### src/rtl/range_bn_stat_pkg.sv
// rtl/range_bn_stat_pkg.sv - shared widths, init constants and helpers for range_bn_stat
package range_bn_pkg;

  // The exchanged accumulator view is sized for the widest supported channel;
  // each channel fills the low bits and sign-extends max/min/sum.
  localparam int ACC_DW = 32;
  localparam int ACC_AW = 16;
  localparam int ACC_SW = ACC_DW + ACC_AW;

  typedef struct packed {
    logic [ACC_AW-1:0] cnt;
    logic [ACC_DW-1:0] max;
    logic [ACC_DW-1:0] min;
    logic [ACC_SW-1:0] sum;
  } acc_t;

  function automatic int sum_w(input int dw, input int aw);
    return dw + aw;
  endfunction

  function automatic logic [63:0] max_init(input int w);
    return 64'(1) << (w - 1);
  endfunction

  function automatic logic [63:0] min_init(input int w);
    return (64'(1) << (w - 1)) - 64'(1);
  endfunction

  function automatic logic [63:0] sat_pos(input logic [63:0] v, input int w);
    logic [63:0] lim;
    lim = min_init(w);
    return (v > lim) ? lim : v;
  endfunction

endpackage

### src/rtl/range_bn_stat_if.sv
// rtl/range_bn_stat_if.sv - sample input and result output handshake bundle
interface range_bn_stat_if #(
  parameter int DATA_WIDTH = 16,
  parameter int CH_WIDTH   = 2
);
  logic                         in_valid;
  logic                         in_ready;
  logic signed [DATA_WIDTH-1:0] in_data;
  logic [CH_WIDTH-1:0]          in_ch;
  logic                         out_valid;
  logic                         out_ready;
  logic [CH_WIDTH-1:0]          out_ch;
  logic signed [DATA_WIDTH-1:0] avg_out;
  logic signed [DATA_WIDTH-1:0] stan_dev_out;

  modport master (
    output in_valid, in_data, in_ch, out_ready,
    input  in_ready, out_valid, out_ch, avg_out, stan_dev_out
  );

  modport slave (
    input  in_valid, in_data, in_ch, out_ready,
    output in_ready, out_valid, out_ch, avg_out, stan_dev_out
  );
endinterface

### src/rtl/range_bn_stat_ch_acc.sv
// rtl/range_bn_stat_ch_acc.sv - one channel's running max/min/sum and sample count
module range_bn_ch_acc
  import range_bn_pkg::*;
#(
  parameter int DATA_WIDTH = 16,
  parameter int ADDR_WIDTH = 6
) (
  input  logic                         clk,
  input  logic                         rst,
  input  logic                         clear,
  input  logic                         upd,
  input  logic signed [DATA_WIDTH-1:0] data,
  output acc_t                         state
);
  localparam int SUM_W = sum_w(DATA_WIDTH, ADDR_WIDTH);
  localparam logic signed [DATA_WIDTH-1:0] MAX_INIT = DATA_WIDTH'(max_init(DATA_WIDTH));
  localparam logic signed [DATA_WIDTH-1:0] MIN_INIT = DATA_WIDTH'(min_init(DATA_WIDTH));

  logic [ADDR_WIDTH-1:0]        r_cnt;
  logic signed [DATA_WIDTH-1:0] r_max;
  logic signed [DATA_WIDTH-1:0] r_min;
  logic signed [SUM_W-1:0]      r_sum;

  // The completing sample restarts the channel; its result is captured upstream.
  always_ff @(posedge clk) begin
    if (rst || clear || (upd && (&r_cnt))) begin
      r_cnt <= '0;
      r_max <= MAX_INIT;
      r_min <= MIN_INIT;
      r_sum <= '0;
    end else if (upd) begin
      r_cnt <= r_cnt + ADDR_WIDTH'(1);
      if (data > r_max) r_max <= data;
      if (data < r_min) r_min <= data;
      r_sum <= r_sum + SUM_W'(data);
    end
  end

  assign state.cnt = ACC_AW'(r_cnt);
  assign state.max = ACC_DW'(r_max);
  assign state.min = ACC_DW'(r_min);
  assign state.sum = ACC_SW'(r_sum);

endmodule

### src/rtl/range_bn_stat.sv
// rtl/range_bn_stat.sv - multi-channel streaming mean / scaled-range std-dev engine
module range_bn_stat
  import range_bn_pkg::*;
#(
  parameter int DATA_WIDTH  = 16,
  parameter int MINI_BATCH  = 64,
  parameter int ADDR_WIDTH  = $clog2(MINI_BATCH),
  parameter int NUM_CH      = 4,
  parameter int CH_WIDTH    = (NUM_CH > 1) ? $clog2(NUM_CH) : 1,
  parameter int SCALE_NUM   = 4,
  parameter int SCALE_SHIFT = 0
) (
  input  logic          clk,
  input  logic          rst,
  input  logic          clear_in,
  range_bn_stat_if.slave bus
);
  localparam int SUM_W = sum_w(DATA_WIDTH, ADDR_WIDTH);

  acc_t                         w_acc [NUM_CH];
  acc_t                         w_sel;
  logic                         w_fire;
  logic                         w_ch_ok;
  logic                         w_upd;
  logic                         w_done;
  logic signed [DATA_WIDTH-1:0] w_cur_max;
  logic signed [DATA_WIDTH-1:0] w_cur_min;
  logic signed [SUM_W-1:0]      w_cur_sum;
  logic signed [DATA_WIDTH-1:0] w_nmax;
  logic signed [DATA_WIDTH-1:0] w_nmin;
  logic signed [SUM_W-1:0]      w_nsum;
  logic signed [DATA_WIDTH-1:0] w_avg;
  logic [DATA_WIDTH:0]          w_range;
  logic [63:0]                  w_std_full;
  logic signed [DATA_WIDTH-1:0] w_std;

  logic                         r_valid;
  logic [CH_WIDTH-1:0]          r_ch;
  logic signed [DATA_WIDTH-1:0] r_avg;
  logic signed [DATA_WIDTH-1:0] r_std;

  // Stalls whenever the result slot is blocked, even for non-completing samples.
  assign bus.in_ready = !rst && !(r_valid && !bus.out_ready);
  assign w_fire       = bus.in_valid && bus.in_ready;
  assign w_ch_ok      = (32'(bus.in_ch) < NUM_CH);
  assign w_upd        = w_fire && !clear_in && w_ch_ok;

  for (genvar g = 0; g < NUM_CH; g++) begin : g_ch
    range_bn_ch_acc #(
      .DATA_WIDTH(DATA_WIDTH),
      .ADDR_WIDTH(ADDR_WIDTH)
    ) u_acc (
      .clk  (clk),
      .rst  (rst),
      .clear(clear_in),
      .upd  (w_upd && (32'(bus.in_ch) == g)),
      .data (bus.in_data),
      .state(w_acc[g])
    );
  end

  assign w_sel     = w_ch_ok ? w_acc[bus.in_ch] : w_acc[0];
  assign w_cur_max = w_sel.max[DATA_WIDTH-1:0];
  assign w_cur_min = w_sel.min[DATA_WIDTH-1:0];
  assign w_cur_sum = w_sel.sum[SUM_W-1:0];

  assign w_nmax = (bus.in_data > w_cur_max) ? bus.in_data : w_cur_max;
  assign w_nmin = (bus.in_data < w_cur_min) ? bus.in_data : w_cur_min;
  assign w_nsum = w_cur_sum + SUM_W'(bus.in_data);
  assign w_done = w_upd && (&w_sel.cnt[ADDR_WIDTH-1:0]);

  // Floor-shifted mean always fits; range is non-negative at one extra bit.
  assign w_avg      = DATA_WIDTH'(w_nsum >>> ADDR_WIDTH);
  assign w_range    = {w_nmax[DATA_WIDTH-1], w_nmax} - {w_nmin[DATA_WIDTH-1], w_nmin};
  assign w_std_full = (64'(w_range) * 64'(SCALE_NUM)) >> SCALE_SHIFT;
  assign w_std      = DATA_WIDTH'(sat_pos(w_std_full, DATA_WIDTH));

  always_ff @(posedge clk) begin
    if (rst) begin
      r_valid <= 1'b0;
      r_ch    <= '0;
      r_avg   <= '0;
      r_std   <= '0;
    end else if (w_done) begin
      r_valid <= 1'b1;
      r_ch    <= bus.in_ch;
      r_avg   <= w_avg;
      r_std   <= w_std;
    end else if (bus.out_ready) begin
      r_valid <= 1'b0;
    end
  end

  assign bus.out_valid    = r_valid;
  assign bus.out_ch       = r_ch;
  assign bus.avg_out      = r_avg;
  assign bus.stan_dev_out = r_std;

endmodule

### src/flat_wrapper.sv
// flat-port wrapper written by rule: the top's interface ports become plain ports
module range_bn_stat_flat import range_bn_pkg::*;
#(
  parameter int DATA_WIDTH  = 16,
  parameter int MINI_BATCH  = 64,
  parameter int ADDR_WIDTH  = $clog2(MINI_BATCH),
  parameter int NUM_CH      = 4,
  parameter int CH_WIDTH    = (NUM_CH > 1) ? $clog2(NUM_CH) : 1,
  parameter int SCALE_NUM   = 4,
  parameter int SCALE_SHIFT = 0
)
  (clk, rst, clear_in, bus_in_valid, bus_in_data, bus_in_ch, bus_out_ready, bus_in_ready, bus_out_valid, bus_out_ch, bus_avg_out, bus_stan_dev_out);
  range_bn_stat_if #(.DATA_WIDTH(DATA_WIDTH), .CH_WIDTH(CH_WIDTH)) bus_i ();
  input  logic clk;
  input  logic rst;
  input  logic clear_in;
  input wire logic [$bits(bus_i.in_valid)-1:0] bus_in_valid;
  input wire logic [$bits(bus_i.in_data)-1:0] bus_in_data;
  input wire logic [$bits(bus_i.in_ch)-1:0] bus_in_ch;
  input wire logic [$bits(bus_i.out_ready)-1:0] bus_out_ready;
  output wire logic [$bits(bus_i.in_ready)-1:0] bus_in_ready;
  output wire logic [$bits(bus_i.out_valid)-1:0] bus_out_valid;
  output wire logic [$bits(bus_i.out_ch)-1:0] bus_out_ch;
  output wire logic [$bits(bus_i.avg_out)-1:0] bus_avg_out;
  output wire logic [$bits(bus_i.stan_dev_out)-1:0] bus_stan_dev_out;
  assign bus_i.in_valid = bus_in_valid;
  assign bus_i.in_data = bus_in_data;
  assign bus_i.in_ch = bus_in_ch;
  assign bus_i.out_ready = bus_out_ready;
  assign bus_in_ready = bus_i.in_ready;
  assign bus_out_valid = bus_i.out_valid;
  assign bus_out_ch = bus_i.out_ch;
  assign bus_avg_out = bus_i.avg_out;
  assign bus_stan_dev_out = bus_i.stan_dev_out;
  range_bn_stat #(.DATA_WIDTH(DATA_WIDTH), .MINI_BATCH(MINI_BATCH), .ADDR_WIDTH(ADDR_WIDTH), .NUM_CH(NUM_CH), .CH_WIDTH(CH_WIDTH), .SCALE_NUM(SCALE_NUM), .SCALE_SHIFT(SCALE_SHIFT)) u_core (.clk(clk), .rst(rst), .clear_in(clear_in), .bus(bus_i));
endmodule
### config.mk
export PLATFORM = sky130hd
export DESIGN_NAME = range_bn_stat_flat
export DESIGN_NICKNAME = d
export VERILOG_FILES = /design/src/rtl/range_bn_stat_pkg.sv /design/src/rtl/range_bn_stat_if.sv /design/src/rtl/range_bn_stat_ch_acc.sv /design/src/rtl/range_bn_stat.sv /design/src/flat_wrapper.sv
export SDC_FILE = /design/constraint.sdc
export NUM_CORES = 1
export LEC_CHECK = 0
export CAP_MARGIN = 25
export CORE_MARGIN = 1
export CORE_UTILIZATION = 40
export CTS_CLUSTER_SIZE = 20
export DETAILED_ROUTE_END_ITERATION = 16
export HOLD_SLACK_MARGIN = 0.1
export PLACE_DENSITY = 0.55
export SLEW_MARGIN = 15
export SYNTH_ARGS = -nofsm -noshare
export SYNTH_HDL_FRONTEND = slang
export SYNTH_SLANG_ARGS = --single-unit
### constraint.sdc
create_clock -name clk -period 9.2 [get_ports clk]
set_input_delay 1.84 -clock clk [delete_from_list [all_inputs] [get_ports clk]]
set_output_delay 1.84 -clock clk [all_outputs]
set_load 0.005 [all_outputs]
==> tab_implementation.tex, run 1 <==
\begin{tabular}{lr}
\hline
Metric & Value \\
\hline
\multicolumn{2}{l}{\textbf{Drt}} \\
\quad Met2 WL & 31860 um \\
\quad Number of detailed-routing iterations run before antenna repair & 5 \\
\quad Via Count & 18930 \\
\quad Max layer used & met4 \\
\quad Routed WL per cell & 21.01 um \\
\quad DRC violation count after routing & 0 \\
\quad Number of nets still failing antenna checks after routing & 0 \\
\quad Post-route met1 wirelength & 30660 um \\
\quad DRT iter0 DRCs & 1230 \\
\quad Vias per inst & 5.866 \\
\quad Final wirelength & 67790 um \\
\quad Routed wl met3 & 2742 um \\
\multicolumn{2}{l}{\textbf{GRT}} \\
\quad Maximum number of pins on one net before global-route repair & 49 \\
\quad First-pass GRT wire length & 105900 um \\
\quad Overall overflow remaining after global route & 0 \\
\quad GRT Resource Usage Total & 25.51\% \\
\quad Number of antenna violations at the first check in global routing & 1 \\
\quad Vias in the first global route & 18720 \\
\multicolumn{2}{l}{\textbf{Worst setup path}} \\
\quad Data arrival time of the critical path & 7.91 ns \\
\quad CP bufs+invs & 3 \\
\quad Largest delay contributor family on the critical path & compound AO/OA/AOI/OAI gates \\
\quad Count of cell instances traversed by the critical path & 24 \\
\quad Reg2Reg Depth & 23 \\
\quad Required time of the critical path & 9.58 ns \\
\quad Critical-path maximum fanout & 45 \\
\quad Slowest stage delay, CP & 0.77 ns \\
\quad Endpoint type of the worst setup path & flip-flop \\
\quad Critical path class & input port to flip-flop \\
\quad Worst path cell trace & buf\_4 -> mux4\_2 -> inv\_1 -> ha\_1 -> nor2b\_1 -> o21a\_1 -> o21a\_1 -> o21a\_1 -> o21a\_1 -> o21a\_1 -> o21ai\_0 -> a21oi\_1 -> buf\_4 -> mux2i\_1 -> ha\_1 -> nor2b\_1 -> o21a\_1 -> o21ai\_0 -> a21oi\_1 -> o211ai\_1 -> o31ai\_1 -> nand3\_1 -> o21bai\_1 -> a31oi\_1 \\
\quad Slowest stage cell on the critical path & o21bai\_1 \\
\quad Critical Path Source Type & input port \\
\quad Dominant cell type by count on the critical path & o21a\_1 \\
\multicolumn{2}{l}{\textbf{Timing}} \\
\quad Post-route clock skew & 0.02297 ns \\
\quad F\_max & 132.7 MHz \\
\quad Number of pins with negative max-slew slack in the final report & 0 \\
\quad Clock period minus worst slack & 7.536 ns \\
\quad Setup violation total in the final timing report & 0 \\
\quad Pin slew with the least headroom to its limit & 1.101 ns \\
\quad Final Hold Viols & 0 \\
\quad Aggregate negative setup slack & 0 ns \\
\quad Part of the cycle the worst path needs & 81.92\% \\
\quad Max-slew headroom & 26.50\% \\
\quad RSZ-0062 raised after global routing & no \\
\multicolumn{2}{l}{\textbf{Synthesis}} \\
\quad Flip-flop cell with the highest count after synthesis & dfxtp\_1 \\
\quad Post-synthesis instance total & 2503 \\
\quad Proportion of synthesized flip-flops having asynchronous set or reset & 0\% \\
\quad Cell area after synthesis & 0.02101 mm\^{}2 \\
\quad Share of the synthesized area in the top cell type & 26.11\% \\
\quad Cell type with the largest total area after synthesis & dfxtp\_1 \\
\quad Synth warnings & 0 \\
\quad Post-Synthesis Mean Instance Area & 8.393 um\^{}2 \\
\quad Post-synth EDFFs & 0 \\
\quad Synthesized netlist net count & 2810 \\
\quad Sequential cell area fraction in the yosys report & 26.11\% \\
\quad Synthesis-stage register bit count & 274 \\
\quad Area contributors post-synth & dfxtp\_1 (26\%), ha\_1 (17\%), mux4\_2 (5.8\%), a21oi\_1 (4.6\%), nand2\_1 (3.8\%) \\
\quad Number of library cell types mapped by synthesis & 72 \\
\multicolumn{2}{l}{\textbf{Floorplan}} \\
\quad Die height & 231.2 um \\
\quad Initial core utilization & 40.70\% \\
\quad Die Wd & 231.2 um \\
\quad Die Footprint & 0.05344 mm\^{}2 \\
\quad Core Footprint & 0.05161 mm\^{}2 \\
\quad Number of standard-cell rows in the floorplan & 83 \\
\quad Io pins & 59 \\
\multicolumn{2}{l}{\textbf{Clock tree}} \\
\quad Number of gates resized after cts & 0 \\
\quad Clock slew seen by the registers of the worst setup and hold paths & 0.06 ns \\
\quad CTS tree & yes \\
\quad Post-CTS Hold Buffers & 0 \\
\quad Count of buffers added by post-CTS timing repair for setup & 0 \\
\quad Cell at the root of the clock tree & clkbuf\_16 \\
\quad Cts bufs inserted & 37 \\
\quad Number of H-tree levels & 2 \\
\quad Skew-Pair Late Insertion Delay & 0.57 ns \\
\quad Total number of clock tree sinks & 274 \\
\quad Number of buffers on the longest clock path & 3 \\
\multicolumn{2}{l}{\textbf{Finish}} \\
\quad Area growth from synthesis to layout & 12.96\% \\
\quad Utilization after layout & 45.98\% \\
\quad Layout Nets & 2824 \\
\quad Final std cells w/o fill & 3227 \\
\quad Commonest non-fill, non-tap cell in the layout & ha\_1 \\
\quad Fraction of final layout cells sized beyond drive strength 1 & 8.170\% \\
\quad Commonest non-fill, non-tap cells in the layout & ha\_1 (279), dfxtp\_1 (274), nand2\_1 (211), a21oi\_1 (193), inv\_1 (189) \\
\multicolumn{2}{l}{\textbf{Run status}} \\
\quad Outcome & finished, final reports clean \\
\multicolumn{2}{l}{\textbf{Hold path}} \\
\quad Worst hold path class & flip-flop to flip-flop \\
\quad Hold Crit Depth & 2 \\
\multicolumn{2}{l}{\textbf{Placement}} \\
\quad Count of placed standard cells including taps & 3157 \\
\quad Port Buf Inserts & 58 \\
\quad Gp weighted congestion & 0.8832 \\
\quad Half-perimeter wire length after placement & 49740 um \\
\multicolumn{2}{l}{\textbf{Run}} \\
\quad Max-cap viol count & 0 \\
\multicolumn{2}{l}{\textbf{Power and ir drop}} \\
\quad Largest vdd supply drop & 0.00008804 V \\
\quad Post-route total power & 3.257 mW \\
\quad Clock network fraction of total power & 49.6\% \\
\quad P\_int & 2.354 mW \\
\quad Reg power frac & 36.9\% \\
\quad Leak & 10.63 nW \\
\quad PD cells & 137.2 mW/mm\^{}2 \\
\quad Proportion of total power due to net switching & 27.72\% \\
\quad Switching power total & 902.8 uW \\
\quad Fraction of power consumed by combinational cells & 13.6\% \\
\hline
\end{tabular}
-- layer usage --
layer  vias to the layer above  GRT usage (%)
li1                       9166              -
met1                      9247          32.74
met2                       407          43.39
met3                       111          2.879
met4                         0          10.35
met5                         -              0
-- state kept, by name (all words and copies together), names as in the netlist --
name	cells
u_core.bus.out_valid	1
u_core.g_ch.u_acc.r_sum	88
u_core.g_ch.u_acc.r_cnt	24
u_core.g_ch.u_acc.r_min	64
u_core.bus.out_ch	2
u_core.bus.avg_out	16
u_core.g_ch.u_acc.r_max	64
u_core.bus.stan_dev_out	15
-- worst reg2reg max path, stage by stage, from the launching register on --
cell,delay [ns]
dfxtp_1,0.36
mux4_2,0.48
inv_1,0.10
ha_1,0.15
nor2b_1,0.13
o21a_1,0.12
o21a_1,0.11
o21a_1,0.10
o21a_1,0.10
o21a_1,0.10
o21ai_0,0.07
a21oi_1,0.68
buf_4,0.31
mux2i_1,0.38
ha_1,0.19
nor2b_1,0.12
o21a_1,0.15
o21ai_0,0.11
a21oi_1,0.26
o211ai_1,0.26
o31ai_1,0.38
nand3_1,0.12
o21bai_1,0.77
a31oi_1,0.18
-- cells in the mapped netlist, drive strengths merged, types with 5 or more instances --
cell type / n
nand4: 50
mux2i: 72
inv: 189
clkbuf: 101
a21oi: 193
mux4: 54
nand2b: 33
a21o: 75
o21bai: 8
xnor2: 42
nor2: 169
or3: 19
a211oi: 30
mux2: 15
a21boi: 5
xor2: 46
a31oi: 29
nor4b: 5
fa: 5
o21ai: 97
nor3b: 6
o31ai: 26
a311oi: 5
nor4: 8
nand3b: 5
nor3: 39
and2: 7
ha: 279
buf: 28
o2111ai: 6
a211o: 10
and3: 17
nor2b: 34
nand2: 211
nand3: 142
o21a: 38
and4: 5
dfxtp: 274
o211ai: 71
-- power by group through the flow --
stage / clock, mW / combinational [mW] / sequential, mW
after global placement: 0 / 0.432 / 1.23
after CTS: 1.65 / 0.442 / 1.20
final: 1.61 / 0.442 / 1.20
after floorplan: 0 / 0.281 / 1.22
after global routing: 1.69 / 0.484 / 1.20
after detailed placement: 0 / 0.440 / 1.23
-- cell families (layout without fill, tap and decap cells) --
logic type | after synthesis | count (layout) | share of synthesized area (%)
AND/OR/NAND/NOR | 764 | 764 | 17.47
AO/OA/AOI/OAI | 634 | 634 | 19.86
buffers and inverters | 318 | 361 | 5.777
adder cells (fa/ha/maj) | 284 | 284 | 17.09
flip-flops | 274 | 274 | 26.11
multiplexers | 141 | 141 | 10.02
XOR/XNOR | 88 | 88 | 3.669
other | 0 | 1 | 0
-- through the flow --
stage,setup slack [ns],hold slack (ns),instance area (um^2)
after floorplan,1.413,0.4394,21010
after global placement,1.128,0.4395,22330
after detailed placement,1.042,0.4443,22380
after CTS,1.606,0.4520,23710
after global routing,1.089,0.4739,23730
final,1.664,0.4480,23730
-- path summary, 6_finish.rpt --
check | from | endpoint | slack (ns)
worst max-delay path | bus_in_ch[0] | u_core.bus.stan_dev_out[13] | 1.66
worst min-delay path | u_core.bus.avg_out[0] | u_core.bus.avg_out[0] | 0.45
worst max register to register | u_core.g_ch[3].u_acc.r_max[1] | u_core.bus.stan_dev_out[13] | 3.31
worst min register to register | u_core.bus.avg_out[0] | u_core.bus.avg_out[0] | 0.45
-- final cells by class --
cell class	count	area (um^2)
antenna	1	2.502
clock buffer	52	1052
clock inverter	16	285.3
fill	5007	27880
inverter	189	709.4
multi-input combinational	1911	14400
sequential	274	5485
tap	680	850.8
timing repair buffer	104	948.4
(Power assumes the default switching activity.)
==> run 2: changes to the inputs <==
clock period = 7.9 ns   (was 9.2 ns; I/O delays follow)
==> run 2 against run 1 <==
Net effect: via count decreased by 0.42%; clock skew up 0.013 ns; sequential share of layout area increased by 0.081 points; routed wire length grew 1.6%; non-clock buffer count grew 16; worst hold slack better by 0.0039 ns; final area decreased by 0.35%; register-to-register slack lost 1.1 ns; sequential power grew 17%; critical path depth unchanged; cell count increased by 0.40%; sequential cell count unchanged.
==> tab_implementation.tex, run 2 (synthesized netlist as in run 1, its figures left out) <==
\begin{tabular}{lr}
\hline
Metric & Value \\
\hline
\multicolumn{2}{l}{\textbf{Finish}} \\
\quad Area occupied by multi-input gates & 0.01440 mm\^{}2 \\
\quad Largest registers & u\_core.g\_ch.u\_acc.r\_sum (88), u\_core.g\_ch.u\_acc.r\_max (64), u\_core.g\_ch.u\_acc.r\_min (64) \\
\quad Area taken by flip-flops and latches & 0.005485 mm\^{}2 \\
\quad \# fillers & 5041 \\
\quad Largest reg by FF count & u\_core.g\_ch.u\_acc.r\_sum \\
\quad Fraction of final layout cells sized beyond drive strength 1 & 8.633\% \\
\quad Antenna fix cells & 0 \\
\quad Utilization after layout & 45.82\% \\
\quad Layout Nets & 2839 \\
\quad Flip-flop count of the largest register, all copies and words added & 88 \\
\quad Commonest non-fill, non-tap cells in the layout & ha\_1 (279), dfxtp\_1 (274), nand2\_1 (211), a21oi\_1 (193), inv\_1 (189) \\
\quad Commonest non-fill, non-tap cell in the layout & ha\_1 \\
\quad Area growth from synthesis to layout & 12.57\% \\
\multicolumn{2}{l}{\textbf{Clock tree}} \\
\quad Cell at the root of the clock tree & clkbuf\_16 \\
\quad Post-CTS Hold Buffers & 0 \\
\quad Cts bufs inserted & 36 \\
\quad Count of buffers added by post-CTS timing repair for setup & 0 \\
\quad Number of gates resized after cts & 0 \\
\quad Skew-Pair Late Insertion Delay & 0.58 ns \\
\quad Number of H-tree levels & 2 \\
\quad Number of buffers on the longest clock path & 3 \\
\quad Clock slew seen by the registers of the worst setup and hold paths & 0.06 ns \\
\quad CTS tree & yes \\
\quad Total number of clock tree sinks & 274 \\
\multicolumn{2}{l}{\textbf{Timing}} \\
\quad Part of the cycle the worst path needs & 87.20\% \\
\quad Pin slew with the least headroom to its limit & 1.066 ns \\
\quad Post-route clock skew & 0.03557 ns \\
\quad F\_max & 145.2 MHz \\
\quad Setup violation total in the final timing report & 0 \\
\quad Aggregate negative setup slack & 0 ns \\
\quad RSZ-0062 raised after global routing & no \\
\quad Max-slew headroom & 28.93\% \\
\quad Number of pins with negative max-slew slack in the final report & 0 \\
\quad Clock period minus worst slack & 6.889 ns \\
\quad Final Hold Viols & 0 \\
\multicolumn{2}{l}{\textbf{Drt}} \\
\quad Final wirelength & 68910 um \\
\quad DRC violation count after routing & 0 \\
\quad Via Count & 18850 \\
\quad Vias per inst & 5.818 \\
\quad Number of detailed-routing iterations run before antenna repair & 5 \\
\quad DRT iter0 DRCs & 1162 \\
\quad Number of nets still failing antenna checks after routing & 0 \\
\quad Routed WL per cell & 21.27 um \\
\multicolumn{2}{l}{\textbf{Placement}} \\
\quad Gp weighted congestion & 0.9249 \\
\quad Port Buf Inserts & 58 \\
\quad Half-perimeter wire length after placement & 50290 um \\
\multicolumn{2}{l}{\textbf{Run status}} \\
\quad Outcome & finished, final reports clean \\
\multicolumn{2}{l}{\textbf{Floorplan}} \\
\quad Die Wd & 231.2 um \\
\quad Die height & 231.2 um \\
\quad Io pins & 59 \\
\quad Number of standard-cell rows in the floorplan & 83 \\
\quad Initial core utilization & 40.70\% \\
\quad Die Footprint & 0.05344 mm\^{}2 \\
\quad Core Footprint & 0.05161 mm\^{}2 \\
\multicolumn{2}{l}{\textbf{Worst setup path}} \\
\quad Critical-path maximum fanout & 26 \\
\quad Critical path class & input port to flip-flop \\
\quad Critical Path Source Type & input port \\
\quad Required time of the critical path & 8.28 ns \\
\quad Data arrival time of the critical path & 7.27 ns \\
\quad Reg2Reg Depth & 23 \\
\quad Endpoint type of the worst setup path & flip-flop \\
\multicolumn{2}{l}{\textbf{GRT}} \\
\quad Vias in the first global route & 18430 \\
\quad Maximum number of pins on one net before global-route repair & 44 \\
\quad Overall overflow remaining after global route & 0 \\
\quad GRT Resource Usage Total & 25.85\% \\
\quad Number of antenna violations at the first check in global routing & 0 \\
\quad First-pass GRT wire length & 106800 um \\
\multicolumn{2}{l}{\textbf{Power and ir drop}} \\
\quad PD cells & 150.2 mW/mm\^{}2 \\
\quad Largest vdd supply drop & 0.0001171 V \\
\quad Leak & 10.62 nW \\
\multicolumn{2}{l}{\textbf{Run}} \\
\quad Max-cap viol count & 0 \\
\multicolumn{2}{l}{\textbf{Hold path}} \\
\quad Worst hold path class & flip-flop to flip-flop \\
\quad Hold Crit Depth & 2 \\
\hline
\end{tabular}
-- run 2: changes by cell type in the layout (fill, tap and decap cells not counted), sizes merged --
cell    delta
clkinv     +3
diode      -1
inv        -1
bufinv     -7
clkbuf     +3
buf       +16
-- run 2: per-stage QoR --
| stage | hold WS (ns) | cells | area (um^2) | power (mW) | setup slack, ns |
|---|---|---|---|---|---|
| after floorplan | 0.4394 | 2503 | 21010 | 1.752 | 0.3729 |
| after global placement | 0.4430 | 3172 | 22460 | 1.939 | 0.5990 |
| after detailed placement | 0.4460 | 3173 | 22470 | 1.947 | 0.4659 |
| after CTS | 0.4532 | 3239 | 23630 | 3.588 | 1.053 |
| after global routing | 0.4730 | 3240 | 23650 | 3.694 | 0.4273 |
| final | 0.4520 | 3240 | 23650 | 3.553 | 1.011 |
-- run 2: where the power goes --
part,total [mW],internal (mW),switching (mW)
combinational,0.525,0.191,0.333
sequential,1.40,1.39,0.00759
clock,1.63,0.942,0.689
-- run 2: layout make-up --
cell class              count  share of cell area, %
clock inverters            11                 0.3757
clock buffers              55                  4.534
flip-flops and latches    274                  23.20
well taps                 680                  3.598
inverters                 189                  3.000
repair buffers            120                  4.418
multi-input cells        1911                  60.88
-- run 2: per-layer routing --
layer / share of wire, % / vias to the layer above / routed length, um / global-route usage (%)
li1: - / 9195 / - / -
met1: 46 / 9157 / 31690 / 33.89
met2: 47 / 388 / 32430 / 43.62
met3: 3.9 / 111 / 2695 / 3.125
met4: 3.0 / 0 / 2096 / 8.982
met5: 0 / - / 0 / 0
-- run 2: critical path: stages --
cell,delay (ns)
buf_4,0.41
mux4_2,0.59
inv_1,0.07
ha_1,0.23
a21o_1,0.18
a21o_1,0.16
a21o_1,0.18
a21oi_1,0.16
nor2b_1,0.06
o21ai_0,0.14
o311ai_0,0.16
o22ai_2,0.20
buf_4,0.30
mux2i_1,0.13
ha_1,0.38
o21a_1,0.15
o21ai_0,0.12
a21oi_1,0.31
o211ai_1,0.14
buf_4,0.17
o31ai_1,0.35
nand3_1,0.12
o21bai_1,0.74
a31oi_1,0.17
-- run 2: final timing paths --
path | from | to | slack [ns]
setup reg to reg | u_core.g_ch[3].u_acc.r_max[1] | u_core.bus.stan_dev_out[12] | 2.20
hold reg to reg | u_core.bus.avg_out[7] | u_core.bus.avg_out[7] | 0.45
setup / recovery | bus_in_ch[0] | u_core.bus.stan_dev_out[12] | 1.01
hold / removal | u_core.bus.avg_out[7] | u_core.bus.avg_out[7] | 0.45
